### config.mk
export PLATFORM = sky130hd
export DESIGN_NAME = key_sched
export DESIGN_NICKNAME = d
export VERILOG_FILES = /design/src/rtl/arc4_pkg.sv /design/src/rtl/idle_pick.sv /design/src/rtl/key_sched.sv
export SDC_FILE = /design/constraint.sdc
export NUM_CORES = 1
export LEC_CHECK = 0
export CORE_ASPECT_RATIO = 2
export CORE_MARGIN = 2
export CORE_UTILIZATION = 50
export CTS_CLUSTER_DIAMETER = 40
export DETAILED_ROUTE_END_ITERATION = 10
export GPL_TIMING_DRIVEN = 0
export PLACE_DENSITY = 0.74
export SLEW_MARGIN = 20
export SYNTH_ARGS = -nofsm -noshare
export SYNTH_HDL_FRONTEND = slang
export SYNTH_HIERARCHICAL = 1
export SYNTH_SLANG_ARGS = --single-unit
### constraint.sdc
create_clock -name clk -period 7.7 [get_ports clk]
set_input_delay 2.31 -clock clk [delete_from_list [all_inputs] [get_ports clk]]
set_output_delay 2.31 -clock clk [all_outputs]
set_load 0.05 [all_outputs]
### src/rtl/arc4_pkg.sv
// Shared definitions for the ARC4 brute-force datapath.
//   sched_state_t : key scheduler FSM states
//   KEY_W         : candidate key width
//   PRINT_LO/HI   : printable byte range used by the tester cores
package arc4_pkg;
   localparam int         KEY_W    = 24;
   localparam logic [7:0] PRINT_LO = 8'h20;
   localparam logic [7:0] PRINT_HI = 8'h7E;

   typedef enum logic [1:0] {IDLE, RUN, DRAIN, DONE} sched_state_t;
endpackage

### src/rtl/idle_pick.sv
// Lowest-index idle core picker.
//   idle     : one bit per core, 1 = core may take a new key
//   grant    : one-hot, lowest set bit of idle (zero when none idle)
//   any_idle : at least one core idle
module idle_pick #(
   parameter int N = 2
) (
   input  logic [N-1:0] idle,
   output logic [N-1:0] grant,
   output logic         any_idle
);
   // x & -x isolates the lowest set bit
   assign grant    = idle & (~idle + N'(1));
   assign any_idle = |idle;
endmodule

### src/rtl/key_sched.sv
// Keyspace scheduler: feeds consecutive candidate keys to NUM_CORES tester
// cores and reports the smallest key whose decryption was printable.
//   clk, rst         : clock, synchronous active-high reset
//   en / rdy         : host start pulse / scheduler idle or finished
//   key, key_valid   : result (smallest valid key) and found flag
//   keys_tested      : verdicts collected in the current or last search
//   core_en/core_key : per-core start pulse and candidate key
//   core_rdy         : per-core idle/finished
//   core_key_valid   : per-core verdict, qualified by core_rdy
module key_sched
   import arc4_pkg::*;
#(
   parameter int               NUM_CORES = 2,
   parameter logic [KEY_W-1:0] KEY_MAX   = 24'hFFFFFF
) (
   input  logic                         clk,
   input  logic                         rst,
   input  logic                         en,
   output logic                         rdy,
   output logic [KEY_W-1:0]             key,
   output logic                         key_valid,
   output logic [24:0]                  keys_tested,
   output logic [NUM_CORES-1:0]         core_en,
   output logic [KEY_W*NUM_CORES-1:0]   core_key,
   input  logic [NUM_CORES-1:0]         core_rdy,
   input  logic [NUM_CORES-1:0]         core_key_valid
);
   localparam int NP = 8;   // min tree leaves, covers the max core count

   sched_state_t state, state_nx;
   logic [KEY_W:0]                       next_key;
   logic [NUM_CORES-1:0]                 busy, busy_nx, en_q, done, idle, grant;
   logic [NUM_CORES-1:0][KEY_W-1:0]      key_reg;
   logic                                 any_idle, issue, start;
   logic                                 found, found_nx, any_valid;
   logic [KEY_W-1:0]                     best_key, best_nx;
   logic [NP-1:0][KEY_W:0]               lvl;
   logic [3:0]                           cnt;

   assign rdy   = (state == IDLE) || (state == DONE);
   assign start = rdy && en;

   // A core's rdy is still high in the cycle it is started; en_q masks that.
   assign done = busy & core_rdy & ~en_q;
   assign idle = ~(busy & ~done);   // completing cores are reissuable now

   idle_pick #(.N(NUM_CORES)) u_pick (
      .idle     (idle),
      .grant    (grant),
      .any_idle (any_idle)
   );

   assign issue   = (state == RUN) && any_idle && (next_key <= {1'b0, KEY_MAX});
   assign core_en = issue ? grant : '0;
   assign busy_nx = (busy & ~done) | core_en;

   // The key rides combinationally in the start cycle, then from key_reg.
   for (genvar i = 0; i < NUM_CORES; i++) begin : g_key
      assign core_key[KEY_W*i +: KEY_W] = core_en[i] ? next_key[KEY_W-1:0] : key_reg[i];
   end

   // Parallel min over valid completions; MSB set marks an empty leaf.
   always_comb begin
      lvl = '0;
      for (int j = 0; j < NP; j++) lvl[j] = {1'b1, {KEY_W{1'b0}}};
      for (int i = 0; i < NUM_CORES; i++)
         if (done[i] && core_key_valid[i]) lvl[i] = {1'b0, key_reg[i]};
      for (int s = 1; s < NP; s = s * 2)
         for (int j = 0; j < NP; j = j + 2 * s)
            if (lvl[j+s] < lvl[j]) lvl[j] = lvl[j+s];
   end

   assign any_valid = ~lvl[0][KEY_W];
   assign found_nx  = found | any_valid;

   always_comb begin
      best_nx = best_key;
      if (any_valid && (!found || lvl[0][KEY_W-1:0] < best_key))
         best_nx = lvl[0][KEY_W-1:0];
   end

   always_comb begin
      cnt = '0;
      for (int i = 0; i < NUM_CORES; i++) cnt = cnt + 4'(done[i]);
   end

   always_comb begin
      state_nx = state;
      case (state)
         IDLE, DONE: if (en) state_nx = RUN;
         RUN:        if (found_nx || (issue && next_key == {1'b0, KEY_MAX}))
                        state_nx = DRAIN;
         DRAIN:      if (busy_nx == '0) state_nx = DONE;
         default:    state_nx = IDLE;
      endcase
   end

   always_ff @(posedge clk) begin
      if (rst) begin
         state       <= IDLE;
         next_key    <= '0;
         busy        <= '0;
         en_q        <= '0;
         found       <= 1'b0;
         best_key    <= '0;
         keys_tested <= '0;
         key         <= '0;
         key_valid   <= 1'b0;
         key_reg     <= '0;
      end else begin
         state <= state_nx;
         en_q  <= core_en;
         if (start) begin
            next_key    <= '0;
            busy        <= '0;
            found       <= 1'b0;
            best_key    <= '0;
            keys_tested <= '0;
            key_valid   <= 1'b0;
         end else begin
            busy        <= busy_nx;
            found       <= found_nx;
            best_key    <= best_nx;
            keys_tested <= keys_tested + 25'(cnt);
            if (issue) next_key <= next_key + 25'd1;
            for (int i = 0; i < NUM_CORES; i++)
               if (core_en[i]) key_reg[i] <= next_key[KEY_W-1:0];
            if (state == DRAIN && busy_nx == '0) begin
               key       <= found_nx ? best_nx : '0;
               key_valid <= found_nx;
            end
         end
      end
   end
endmodule

======== Word level (Yosys, flattened, before mapping) ========
Cells that the tools add are included.
W data, S select, Z words.
storage, ports and cells
  register bits ........................... 154
  input bits .............................. 7
  output and inout bits ................... 101
  word-level logic and storage cells ...... 72
operators by class
  $add $sub $neg .......................... 4
  magnitude comparators ................... 5
  eq/ne operators ......................... 7
  muxes and demuxes ....................... 14
  bitwise gates (word level) .............. 12
  reductions and logical operators ........ 19
operators by type and width
  operator                 number
  $mux W25                 5
  $mux W24                 4
  $lt A25 B25 Y1 const A   2
  $add A25 B1 Y25 const B  1
  $add A25 B2 Y25          1
  $eq A25 B24 Y1 const B   1
  $le A25 B24 Y1 const B   1
  $lt A25 B25 Y1           1
  $lt A24 B24 Y1           1
  $and A2 B2 Y2            4
  $logic_and A1 B1 Y1      8
  $mux W2                  4
  $not A2 Y2               4
  $pmux W2 S3              1
  $reduce_or A2 Y1         3
  $eq A2 B2 Y1 const B     2
  $logic_not A2 Y1         2
  $ne A2 B2 Y1 const B     2
  $logic_or A1 B1 Y1       3
  $reduce_and A3 Y1        1
  $add A1 B1 Y2            1
  $add A2 B1 Y2 const B    1
  $eq A2 B1 Y1 const B     1
  $ne A2 B1 Y1 const B     1
  5 further kinds          6

======== Longest topological paths before layout ========
  depth in word-level cells ............... 15
  gate-level depth with buffers ........... 23
  depth with buffers taken out ............ 19

======== Modules after synthesis ========
Netlist, hierarchy kept.
by module, submodules not included
  module     instances  cells an instance  area each (µm²)  seq. area each (µm²)
  key_sched  1          1003               8535.7           3083.0
  idle_pick  1          3                  20.0             0.0

======== Worst setup path after synthesis ========
OpenSTA, ideal clock, no wires.
  path type ............................... input -> output
  from .................................... input core_rdy[1]
  to ...................................... output core_key[21]
  arrival ................................. 4.634 ns
  data required time ...................... 5.390 ns
  setup slack ............................. 0.756 ns
  stages .................................. 8
  path buffers ............................ 2
  cell sequence ........................... inv_1 -> o21ai_0 -> or2_1 -> and3_1 -> buf_2 -> nand3_2 -> buf_2 -> o21ai_0
on the way
  word-level cells in the longest chain between the ends .. 10
ends and longest elaborated chain
  what                              line             source
  start, declared                   key_sched.sv:25  input logic [NUM_CORES-1:0] core_rdy,
  $and A2 B2 Y2 (2 in a row)        key_sched.sv:44  assign done = busy & core_rdy & ~en_q;
  $not A2 Y2                        key_sched.sv:45  assign idle = ~(busy & ~done);
  $and A2 B2 Y2                     key_sched.sv:45
  $not A2 Y2                        key_sched.sv:45
  via idle[1]                       key_sched.sv:32  logic [NUM_CORES-1:0] busy, busy_nx, en_q, done, idle, grant;
  $reduce_or A2 Y1                  idle_pick.sv:14  assign any_idle = |idle;
  via any_idle                      key_sched.sv:34  logic any_idle, issue, start;
  $logic_and A1 B1 Y1 (2 in a row)  key_sched.sv:53  assign issue = (state == RUN) && any_idle && (next_key <= {1'b0, KEY_MAX});
  $mux W2                           key_sched.sv:54  assign core_en = issue ? grant : '0;
  $mux W24                          --
  end, declared                     key_sched.sv:24  output logic [KEY_W*NUM_CORES-1:0] core_key,
The timed path passes the listed nets, and every way through them passes these cells.

======== Worst setup path after layout ========
  from .................................... input core_rdy[1]
  to ...................................... output core_key[24]
Same word-level chain as after synthesis.

==> results by group <==
Die
  • Die X: about 96 µm
  • Starting Density: just over 50%
  • Rows: 67
  • Core area: about 17,000 µm²
  • Io pins: about 110
  • DIE AREA: ~18,000 µm²
  • Chip height: around 190 µm

STA
  • Final critical-path share of the clock period: between 90% and 100%
  • Final hold vios: 0
  • Max-slew headroom: a little over a third
  • Least-Margin Pin Slew: approximately 0.95 ns
  • Setup TNS: 0 ns
  • Fmax: about 130 MHz
  • Worst Skew: approximately 0.017 ns
  • Final min period: between 7 and 8 ns
  • PnR worst setup slack: around 0.12 ns
  • Final Slew Violations: 0
  • Setup-failing EPs final: 0

Synth
  • Post-synth top flop: dfxtp_1
  • Mapped Cells: approximately 1,000
  • Register area share after synthesis: approximately 36%
  • Synth Cell Area: approximately 8600 µm²
  • Count of different cell masters after synthesis: 75
  • Post-synth EDFFs: 0
  • Synthesis warning total: 6
  • Flops & latches, synth: 154
  • Mapped Nets: 1,065
  • Async set-reset flop share out of synthesis: 0%
  • Post-Syn Area per Cell: about 8.5 µm²

Setup path
  • Data arrival, critical path: between 5 and 6 ns
  • Req. time, crit path: 5.39 ns
  • Crit-path slowest cell: clkdlybuf4s50_1
  • CP startpoint kind: primary input
  • Critical Path, Cell by Cell: clkdlybuf4s50_1, inv_1, o21ai_1, or2_1, and3_1, buf_2, nand3_1, buf_2, mux2_2, clkdlybuf4s50_1
  • Slowest stage delay, CP: between 0.7 and 0.8 ns
  • Peak fanout along the critical path: 10
  • Crit Path Category: primary input to output port
  • CP Capture Type: output port

Clocking
  • CTS Buf Count: 17
  • Clock root cell: clkbuf_16
  • TritonCTS Sinks: around 150
  • Reg clk slew, reported paths: approximately 0.07 ns
  • Htree depth: 4
  • Worst skew pair latency: between 0.4 and 0.5 ns
  • Clk buf depth: 2
  • CTS tree: done

Final layout
  • FF/Latch Area: approximately 3000 µm²
  • Most common cell after layout, fill and taps aside: nand2_1
  • Fin nets: between 1,000 and 1,500
  • Area grow syn2layout: 22.7%
  • Max reg flops: slightly above 70
  • Most frequent cells in the layout: 194 x nand2_1, 154 x dfxtp_1, 72 x a21oi_1, 72 x clkdlybuf4s50_1, 63 x nor2_1
  • Area of the multi-input gates: ~5000 µm²
  • Share of layout cells above drive strength 1: between 15 and 20%
  • Filler instances: between 1,000 and 1,500
  • Ant diodes: 0

Job
  • Max Cap Viol: 0

Placement
  • IO Port Bufs: about 110
  • GP Congestion: 0.901
  • Post-DP HPWL: 18.2 mm
  • Placement Setup Slack: -0.677 ns

Min path
  • Tightest Hold Check Type: flip-flop to flip-flop

Global routing
  • Initial antenna violation count: 0
  • Largest net degree at the start of global routing: 17
  • Vias in the first global route: approximately 7,400
  • Remaining Overflow, GRT: 0
  • First-pass GRT wire length: around 37 mm
  • Global Route Usage Sum: between 20% and 30%

Routing
  • 1st-pass router iterations: 5
  • Iter 0 DRT Violations: roughly 270
  • WL/cell: between 15 and 20 µm
  • Routed Antenna Nets: 0
  • DR vias: ~7,600
  • Total Wirelength: roughly 24 mm
  • DR DRC count: 0
  • Via/cell ratio: 5.62

Power
  • VDD IR max: about 0.15 mV
  • P per Cell Area: between 150 and 200 nW/µm²
  • Leak: ~0.0042 µW

Run status
  • Outcome: finished clean
-- synth_stat cells (23+ instances only) --
library cell  count  area share [%]
nand2_1         194             8.5
inv_1            61             2.7
xor2_1           26             2.7
mux2i_1          24             2.8
o31ai_2          23             3.4
nor2_1           63             2.8
a21oi_1          72             4.2
nand3_1          24             1.4
nor3_1           50             2.9
clkbuf_1         26             1.1
dfxtp_1         154              36
mux2_2           46             6.1
ha_1             51             7.5
-- kinds of logic (layout without fill, tap and decap cells) --
group / Yosys count / count (layout) / share of synthesized area, %
AND/OR/NAND/NOR: 405 / 405 / 22.4
AO/OA/AOI/OAI: 167 / 167 / 14.7
flip-flops: 154 / 154 / 36.0
buffers and inverters: 115 / 254 / 5.89
multiplexers: 70 / 70 / 8.86
adder cells (fa/ha/maj): 52 / 52 / 7.69
XOR/XNOR: 43 / 43 / 4.40
-- cell type report --
cell class / count / area share, %
Inverter: 61 / 2.18
Multi-Input combinational cell: 737 / 48.1
Buffer: 54 / 2.69
Clock buffer: 17 / 4.05
Tap cell: 207 / 2.47
Timing Repair Buffer: 107 / 9.90
Sequential cell: 154 / 29.4
Clock inverter: 15 / 1.26
-- path summary, 6_finish.rpt --
path,start,slack [ns],depth (start not counted),end
max,core_rdy[1],0.12,10,core_key[24]
min,next_key[24]$_SDFFE_PP0P_,0.45,2,next_key[24]$_SDFFE_PP0P_
max reg2reg,busy[0]$_SDFF_PP0_,2.12,22,key[13]$_SDFFE_PP0P_
min reg2reg,next_key[24]$_SDFFE_PP0P_,0.45,2,next_key[24]$_SDFFE_PP0P_
-- where the power goes --
| part | internal (µW) | total [µW] | switching, µW |
|---|---|---|---|
| clock | 424 | 809 | 385 |
| combinational | 123 | 439 | 316 |
| sequential | 815 | 831 | 15.9 |
| total | 1360 | 2080 | 717 |
-- per-layer routing --
layer	up-vias	part of all wire (%)	track usage [%]
met1	3609	36	25.8
met3	69	3.5	3.58
li1	3720	-	-
met4	0	5.6	16.3
met2	202	55	49.7
met5	-	0	0
-- repair_timing --
action                                  CTS  global route
pin swaps                                 1             0
cloned                                    0             0
buffers inserted                          1             0
endpoints found under the setup margin   71            59
hold buffers                              0             0
resized for setup                        37            25
-- critical path, delay by kind of cell --
family	cells	cell delay (ns)
AOI/OAI and AO/OA	1	0.32
muxes	1	0.26
buffers and inverters	5	1.85
and+or+nand+nor	3	0.54
-- per-stage QoR --
step	hold WS, ns	util, %	cells	total power [µW]	instance area, µm²
floorplan	0.424	-	1006	1150	8560
global placement	0.437	58.9	1319	1280	9880
detailed placement	0.441	58.9	1319	1280	9880
CTS	0.453	62.1	1352	2080	10400
global route	0.490	62.6	1352	2150	10500
finish	0.454	62.6	1352	2080	10500
No activity file was read; power rests on OpenSTA's default activity.
==> RTL change, RTL diff (same settings) <==
Set the parameter `NUM_CORES` to 1 (it was 2).
--- a/src/rtl/key_sched.sv
+++ b/src/rtl/key_sched.sv
@@ -10,7 +10,7 @@
 module key_sched
    import arc4_pkg::*;
 #(
-   parameter int               NUM_CORES = 2,
+   parameter int               NUM_CORES = 1,
    parameter logic [KEY_W-1:0] KEY_MAX   = 24'hFFFFFF
 ) (
    input  logic                         clk,
Ports: changed (resized core_en, core_key, core_key_valid and core_rdy); port bits go from 108 to 81. The function was not compared with the original's and may differ.
==> RTL change against the original RTL <==
- setup slack better by 0.016 ns
- area after synthesis is 25% lower
- sequential cell count down 26
- wire length shrank 25%
- sequential power shrank 17%
- power down 13%
- final area decreased by 24%
- synthesized cell count fell by 24%
- highest routed layer unchanged
==> RTL change: results (changes against the original RTL) <==
sequential area share after synthesis=39.99% (was 36.03%); Max H-tree Level=4 (unchanged); worst hold path class=reg -> reg (unchanged); synth top area cells=dfxtp_1 (40%), ha_1 (5.5%), nor2_1 (5.0%), nand2_1 (4.4%), mux2i_1 (3.9%) (was dfxtp_1 (36%), nand2_1 (8.5%), ha_1 (7.5%), mux2_2 (6.1%), a21oi_1 (4.2%)); Max Slew Vio Count=0 (unchanged); Total Routing Usage GR=26.11% (was 26.38%); Detail Placement HPWL=13580 µm (was 18250 µm); Final nets=894 (was 1191); synth unique cells=47 (was 75); GPL Wtd Cong=0.9002 (was 0.9010); crit share post-route=98.29% (was 98.49%); initial antenna violation count=0 (unchanged); hold depth=2 (unchanged); clock-pin transition on the worst setup and hold timing paths=about 0.06 ns; pin count of the biggest net entering global routing=17 (unchanged); placed insts=992 (was 1319); routed length per instance=17.33 µm (was 17.50 µm); number of global-route vias before repair=6180 (was 7379); RR Startpoint=busy (was busy[0]); clk buf depth=2 (unchanged); R2R cell count=12 (was 22); Post-CTS Setup Repair Bufs=0 (was 1); max incr delay on CP=0.48 ns (was 0.79 ns); fraction of layout cells with a size suffix above 1=7.895% (was 16.33%); Layout Skew=0.009542 ns (was 0.01654 ns); vias=5964 (was 7600); WP data arrival=5.26 ns (was 5.27 ns); Synth async-reset ratio=0% (unchanged); first-pass GRT wire length=28510 µm (was 36650 µm); n_diodes=0 (unchanged); end of the worst hold path=key[14] (was next_key[24]); reg2reg end=key[22] (was key[13]); fin cells=1024 (was 1352); Synthesized Nets=795 (was 1065); Synth top cells by count=dfxtp_1 (128), nor2_1 (85), nand2_1 (75) (was nand2_1 (194), dfxtp_1 (154), a21oi_1 (72)); cts repair resizes=23 (was 37); CP max-delay cell=clkdlybuf4s50_1 (unchanged); Rel. slew slack=33.43% (was 35.87%); drt first pass iters=8 (was 5); Lkg Pwr=0.002907 µW (was 0.004211 µW); Port Buffers=80 (was 106); Placed Area=0.007396 mm² (was 0.009876 mm²); setup slack on the worst flop-to-flop path=3.67 ns (was 2.12 ns); Total Neg Setup Slack=0 ns (unchanged); max reg flops=48 (was 72); yosys warns=6 (unchanged); VDD IR max=0.2371 mV (was 0.1545 mV); status=finished clean (unchanged); DR iter-0 viols=230 (was 272); WHS=0.4649 ns (was 0.4544 ns); Filler cells=1079 (was 1464); pre-CTS setup slack=-0.3482 ns (was -0.6769 ns); Clock Latency Late Sink=0.42 ns (was 0.45 ns); Max FO, Critical Path=10 (unchanged); Hold Path Origin=key[14] (was next_key[24]); Syn Area/Cell=8.409 µm² (was 8.505 µm²); Max Cap Viol=0 (unchanged); total CTS buffers=17 (unchanged)
[RTL change: cell count changes after synthesis, moves of 25 or more]
cell     before  now
dfxtp_1     154  128
nand2_1     194   75
mux2_2       46   20
and2_1        3   29
a21oi_1      72   33
inv_1        61   36
nor3_1       50    8
[RTL change: cell type report]
class | count | area (µm²) | area share (%)
well taps | 150 | 187.7 | 2.358
plain buffers | 48 | 221.5 | 2.782
clock buffers | 21 | 470.5 | 5.910
flip-flops and latches | 128 | 2562 | 32.19
multi-input cells | 550 | 3500 | 43.96
inverters | 36 | 135.1 | 1.698
clock inverters | 11 | 107.6 | 1.352
repair buffers | 80 | 775.7 | 9.745
[RTL change: worst max path at each step]
stage,from,end,cells past startpoint
finish,core_rdy,core_key[11],11
CTS,core_rdy,core_en,10
floorplan,core_rdy,core_key[10],8
global route,core_rdy,core_key[13],11
detailed placement,core_rdy,core_key[11],11
global placement,core_rdy,core_key[11],11
[RTL change: where the power goes]
part           switching (µW)  leakage [µW]  internal [µW]
clock                     308      0.000280            471
sequential               12.4       0.00103            675
combinational             229       0.00160            107
[RTL change: per-layer routing]
layer  vias to the layer above  global-route usage [%]  share of wire [%]
met2                       207                   51.44                 57
met1                      2824                   22.25                 33
li1                       2851                       -                  -
met4                         0                   17.96                5.5
met5                         -                       0                  0
met3                        82                   5.980                4.7
[RTL change: cell families after synthesis]
logic type | count (synthesis) | share of synthesized area [%]
simple gates | 317 | 24.21
fa+ha+maj | 28 | 5.468
flops | 128 | 39.99
buf+inv | 84 | 5.565
compound gates | 116 | 11.33
xor+xnor | 44 | 6.014
mux | 45 | 7.420
[RTL change: critical path, delay by kind of cell]
family                 cells  cell delay (ns)
AO/OA/AOI/OAI              2             0.39
multiplexers               1             0.39
buffers and inverters      6             1.65
AND/OR/NAND/NOR            2             0.49
